===== src/rtl/mux_tree_lut_reg.sv =====
// Purpose: 2**LEVELS-input binary mux tree with one tap per level, optional tap registers and a fully pipelined mode.
// Latency: 0 (comb tap), 1 (registered tap) or l+1 cycles for tap l in pipelined mode.
// Backpressure: none; EN=0 stalls every register, SR (when enabled) overrides EN and loads INIT.
module mux_tree_lut_reg #(
  parameter int LEVELS       = 4,
  parameter int NoConfigBits = 7
) (
  input  logic                     UserCLK,
  input  logic                     RST,
  input  logic [(2**LEVELS)-1:0]   I,
  input  logic [LEVELS-1:0]        S,
  input  logic                     EN,
  input  logic                     SR,
  output logic [LEVELS-1:0]        M,
  input  logic [NoConfigBits-1:0]  ConfigBits
);

  localparam int W = 2**LEVELS;

  // Static configuration fields.
  logic [LEVELS-1:0] reg_sel;
  logic              pipe_mode;
  logic              init_val;
  logic              sr_en;
  logic              sr_load;

  assign reg_sel   = ConfigBits[LEVELS-1:0];
  assign pipe_mode = ConfigBits[LEVELS];
  assign init_val  = ConfigBits[LEVELS+1];
  assign sr_en     = ConfigBits[LEVELS+2];
  assign sr_load   = sr_en & SR;

  // Combinational taps, tap registers, delayed selects.
  logic [LEVELS-1:0] tap_comb;
  logic [LEVELS-1:0] tap_q;
  logic [LEVELS-1:0] sd_tap;

  // Pipeline node storage: all levels packed back to back.
  // Level l occupies W>>(l+1) bits starting at offset W - (W>>l).
  logic [W-2:0] pq_all;
  logic [W-2:0] pn_all;

  // Combinational tree: reduce I level by level, tapping mux 0 of each level.
  always_comb begin
    logic [W-1:0] lvl;
    logic [W-1:0] nxt;
    tap_comb = '0;
    lvl      = I;
    nxt      = '0;
    for (int l = 0; l < LEVELS; l++) begin
      nxt = '0;
      for (int j = 0; j < (W >> (l + 1)); j++) begin
        nxt[j] = S[l] ? lvl[2*j+1] : lvl[2*j];
      end
      lvl         = nxt;
      tap_comb[l] = lvl[0];
    end
  end

  // Level 0 of the pipeline uses S[0] undelayed.
  assign sd_tap[0] = S[0];

  // Per-level select delay chains: S[l] is delayed l cycles to meet its data.
  genvar gl;
  generate
    for (gl = 1; gl < LEVELS; gl++) begin : g_sd
      logic [gl-1:0] sd_q;

      // Shift S[gl] through gl stages; frozen when EN=0, preset by SR.
      always_ff @(posedge UserCLK or posedge RST) begin
        if (RST) begin
          sd_q <= '0;
        end else if (sr_load) begin
          sd_q <= {gl{init_val}};
        end else if (EN) begin
          sd_q[0] <= S[gl];
          for (int k = 1; k < gl; k++) begin
            sd_q[k] <= sd_q[k-1];
          end
        end
      end

      assign sd_tap[gl] = sd_q[gl-1];
    end
  endgenerate

  // Next-state of every pipeline node: level 0 from I, deeper levels from the previous stage registers.
  always_comb begin
    int off;
    int prev;
    pn_all = '0;
    for (int j = 0; j < (W >> 1); j++) begin
      pn_all[j] = sd_tap[0] ? I[2*j+1] : I[2*j];
    end
    for (int l = 1; l < LEVELS; l++) begin
      off  = W - (W >> l);
      prev = off - (W >> l);
      for (int j = 0; j < (W >> (l + 1)); j++) begin
        pn_all[off+j] = sd_tap[l] ? pq_all[prev+2*j+1] : pq_all[prev+2*j];
      end
    end
  end

  // Pipeline stage registers for all mux outputs.
  always_ff @(posedge UserCLK or posedge RST) begin
    if (RST) begin
      pq_all <= '0;
    end else if (sr_load) begin
      pq_all <= {(W-1){init_val}};
    end else if (EN) begin
      pq_all <= pn_all;
    end
  end

  // Tap registers used in comb mode when REG[l] is set.
  always_ff @(posedge UserCLK or posedge RST) begin
    if (RST) begin
      tap_q <= '0;
    end else if (sr_load) begin
      tap_q <= {LEVELS{init_val}};
    end else if (EN) begin
      tap_q <= tap_comb;
    end
  end

  // Output select: pipelined node 0 of each level, or registered / direct comb tap.
  always_comb begin
    M = '0;
    for (int l = 0; l < LEVELS; l++) begin
      if (pipe_mode) begin
        M[l] = pq_all[W - (W >> l)];
      end else if (reg_sel[l]) begin
        M[l] = tap_q[l];
      end else begin
        M[l] = tap_comb[l];
      end
    end
  end

endmodule


===== config.mk =====
export PLATFORM = sky130hd
export DESIGN_NAME = mux_tree_lut_reg
export DESIGN_NICKNAME = d
export VERILOG_FILES = /design/src/rtl/mux_tree_lut_reg.sv
export SDC_FILE = /design/constraint.sdc
export NUM_CORES = 1
export LEC_CHECK = 0
export BUFFER_PORTS_ARGS = -buffer_cell sky130_fd_sc_hd__buf_2
export CAP_MARGIN = 20
export CORE_MARGIN = 3
export CORE_UTILIZATION = 35
export DETAILED_ROUTE_END_ITERATION = 10
export PLACE_DENSITY = 0.55
export SYNTH_ARGS = -nofsm -noshare
export SYNTH_HDL_FRONTEND = slang
export SYNTH_SLANG_ARGS = --single-unit

===== constraint.sdc =====
create_clock -name UserCLK -period 1.05 [get_ports UserCLK]
set_clock_uncertainty 0.05 [all_clocks]
set_input_delay 0 -clock UserCLK [delete_from_list [all_inputs] [get_ports UserCLK]]
set_output_delay 0 -clock UserCLK [all_outputs]
set_load 0.01 [all_outputs]

==> metrics.txt <==
row cnt 22; Syn-to-layout area delta 30.29%; slowest CP cell mux4_2; I/O pins 35; final worst slack -0.2748 ns; Post-Syn Instances around 140; H-tree Lvls 1; crit start category input port; HP Start S[3]; Slew HR roughly four fifths; reg2reg start g_sd[1].sd_q$_DFFE_PP0P_; Yosys reg bits 24; Critical Path End Type output pin; initial antenna violation count 0; CP max FO 5; share of post-route cells with drive strength above 1 35.33%; most frequent cell after synthesis o21ai_0; register area share after synthesis 42.52%; Sw Share ~28%; clock-pin slew on the worst setup and hold paths 0.08 ns; Final setup viols 4; CP Class input port to output pin; post-synth cell types 19; Buf/Inv on CP 2; gpl congestion roughly 0.86; Yosys Warn Count 0; area share of the largest cell type after synthesis between 40% and 50%; Internal Pwr Total 1.660 mW; switching power around 0.64 mW; worst IR drop on VDD around 0.85 mV; flop2flop setup slack 0 ns; Crit path largest cell delay around 0.49 ns; Lkg Pwr around 0.88 nW; iteration-0 DRC count of the detailed router between 60 and 70; drt wl/cell around 15 µm; top post-synthesis cells by area dfrtp_1, mux2i_1, o21ai_0, mux4_1, nand2_1; DRT Pass-1 Iters 4; hold path cells 3; top_reg_cell synth dfrtp_1; fin. max-slew vios 0; Total Wirelength about 3400 µm; die width 69.53 µm; largest net degree at the start of global routing 41; Post-synth EDFFs 0; CTS buffer count 3; Final #Nets approximately 220; Core ar. roughly 3800 µm²; Period Utilization, post-route 126.2%; Clock Latency Late Sink approximately 0.26 ns; Layout fillers 355; Combinational Power Share ~28%; PortBufs 34; leading area contributor after synthesis dfrtp_1; final hold vios 0; die height 69.53 µm; vias per inst 5.155; syn avg cell area approximately 10 µm²; All-Layer GR Usage 14.57%; Fin Setup TNS -0.7857 ns; DR DRC count 0; asr flop ratio synth 100.0%; Starting Density a little under two fifths; antenna cells 0; Worst Hold Class input port to flop; global-route wire length before repair 5782 µm; die area a little under 5000 µm²; top cells by count, synth o21ai_0, mux2i_1, dfrtp_1; Cell Chain, Critical Path buf_12, mux4_2, mux2_4, mux2i_4, o31ai_1, buf_2; Crit. path cell count 6; Cell Pwr Density around 1300 nW/µm²; detailed-route via count between 1,000 and 1,500; Worst-Margin Slew 0.3085 ns; clock sink count 24; Max-Cap Viols 0; Final Critical Period about 1.3 ns; Worst Path Required 1.00 ns; post-route cell area 1841 µm²; Post-Syn Area between 1000 and 1500 µm²; Hold Path End g_sd[3].sd_q[0]$_DFFE_PP0P_; Antenna Nets Post-Route 0; fmax between 0.7 and 0.8 GHz; status finished with violations; total grt overflow 0; Clock power frac between 20% and 30%; vias in the first global route 1,174; area of placed instances about 1700 µm²; Flop pwr share around half; CTS tree built; Data arrival, critical path 1.27 ns; clk buf depth 2; RSZ-0062 raised after global routing true; Synth Net Count 170; Top Family by Delay on Critical Path multiplexers; Root Buffer clkbuf_8; placed wire-length estimate approximately 2500 µm; reg-to-reg endpoint pq_all[11]$_DFFE_PP0P_; failing checks setup timing; FF-to-FF path depth 4
## cells in the final DEF (no fill, tap or decap), drive strengths merged
| cell type | synthesis | routed |
|---|---|---|
| buf | 4 | 52 |
| o21ai | 32 | 32 |
| mux2i | 26 | 26 |
| dfrtp | 24 | 24 |
| nand2 | 20 | 20 |
| a21oi | 10 | 10 |
| mux4 | 5 | 5 |
| nor2 | 4 | 4 |
| clkbuf | 7 | 3 |
| mux2 | 2 | 2 |
| and2 | 1 | 1 |
| nor3 | 1 | 1 |
| a311oi | 1 | 1 |
| o31ai | 1 | 1 |
| inv | 1 | 1 |
| dlygate4sd3 | 0 | 1 |
## what timing repair did
action	CTS	global route
setup endpoints to repair	10	12
pin swaps	2	4
hold buffers	1	0
hold endpoints to repair	24	0
buffers inserted	2	1
gates resized for setup	18	10
## kinds of logic after synthesis
logic type	after synthesis	share of synthesized area [%]
flops	24	42.52
simple gates	26	7.174
buf+inv	12	3.808
compound gates	44	16.03
mux	33	30.47
## power groups by stage
stage | Sequential (mW) | Clock [mW] | Combinational, mW
finish | 1.14 | 0.517 | 0.647
global route | 1.16 | 0.584 | 0.727
CTS | 1.14 | 0.547 | 0.630
detailed placement | 1.15 | 0 | 0.581
global placement | 1.15 | 0 | 0.568
floorplan | 1.12 | 0 | 0.392
## worst max path at each step
stage	from	end	slack, ns
6_report	S[1]	M[3]	-0.27
3_3_place_gp	S[1]	tap_q[3]$_DFFE_PP0P_	-0.35
2_1_floorplan	S[1]	tap_q[3]$_DFFE_PP0P_	-0.24
3_5_place_dp	S[1]	tap_q[3]$_DFFE_PP0P_	-0.42
4_1_cts	S[1]	M[3]	-0.27
5_1_grt	S[1]	M[3]	-0.31
## stage by stage
step	cells	worst slack, ns	hold slack [ns]	total power, mW	utilization (%)
5_1_grt	232	-0.3093	0.1202	2.471	48.81
2_1_floorplan	139	-0.2429	-0.03538	1.513	-
3_3_place_gp	225	-0.3546	0.009329	1.718	45.26
4_1_cts	231	-0.2684	0.07648	2.313	48.41
3_5_place_dp	225	-0.4166	0.01664	1.736	45.26
6_report	232	-0.2748	0.08495	2.302	48.81
## tightest hold or removal path, delay by kind of cell
kind                   cells  cell delay, ns
AOI/OAI and AO/OA          1            0.14
buffers and inverters      1            0.12
muxes                      1            0.09
## final cells by class
| type | count | area, µm² | area share [%] |
|---|---|---|---|
| repair buffers | 53 | 386.6 | 21.01 |
| inverters | 1 | 3.754 | 0.2039 |
| flip-flops and latches | 24 | 601.8 | 32.70 |
| multi-input cells | 103 | 747.0 | 40.58 |
| clock buffers | 3 | 41.29 | 2.243 |
| well taps | 48 | 60.06 | 3.263 |
## registers in the layout, indices dropped and copies added, names as in the netlist
register and count:
g_sd.sd_q 6, pq_all 15, tap_q 3
## layer usage
layer  share of wire [%]  vias up  global-route usage [%]
met5                   0        -                       0
met2                  51       40                   25.64
li1                    -      594                       -
met4                0.23        0                   1.302
met1                  42      560                   19.21
met3                 6.9        2                   2.899
Note: power is estimated with default switching activity, not from simulation.
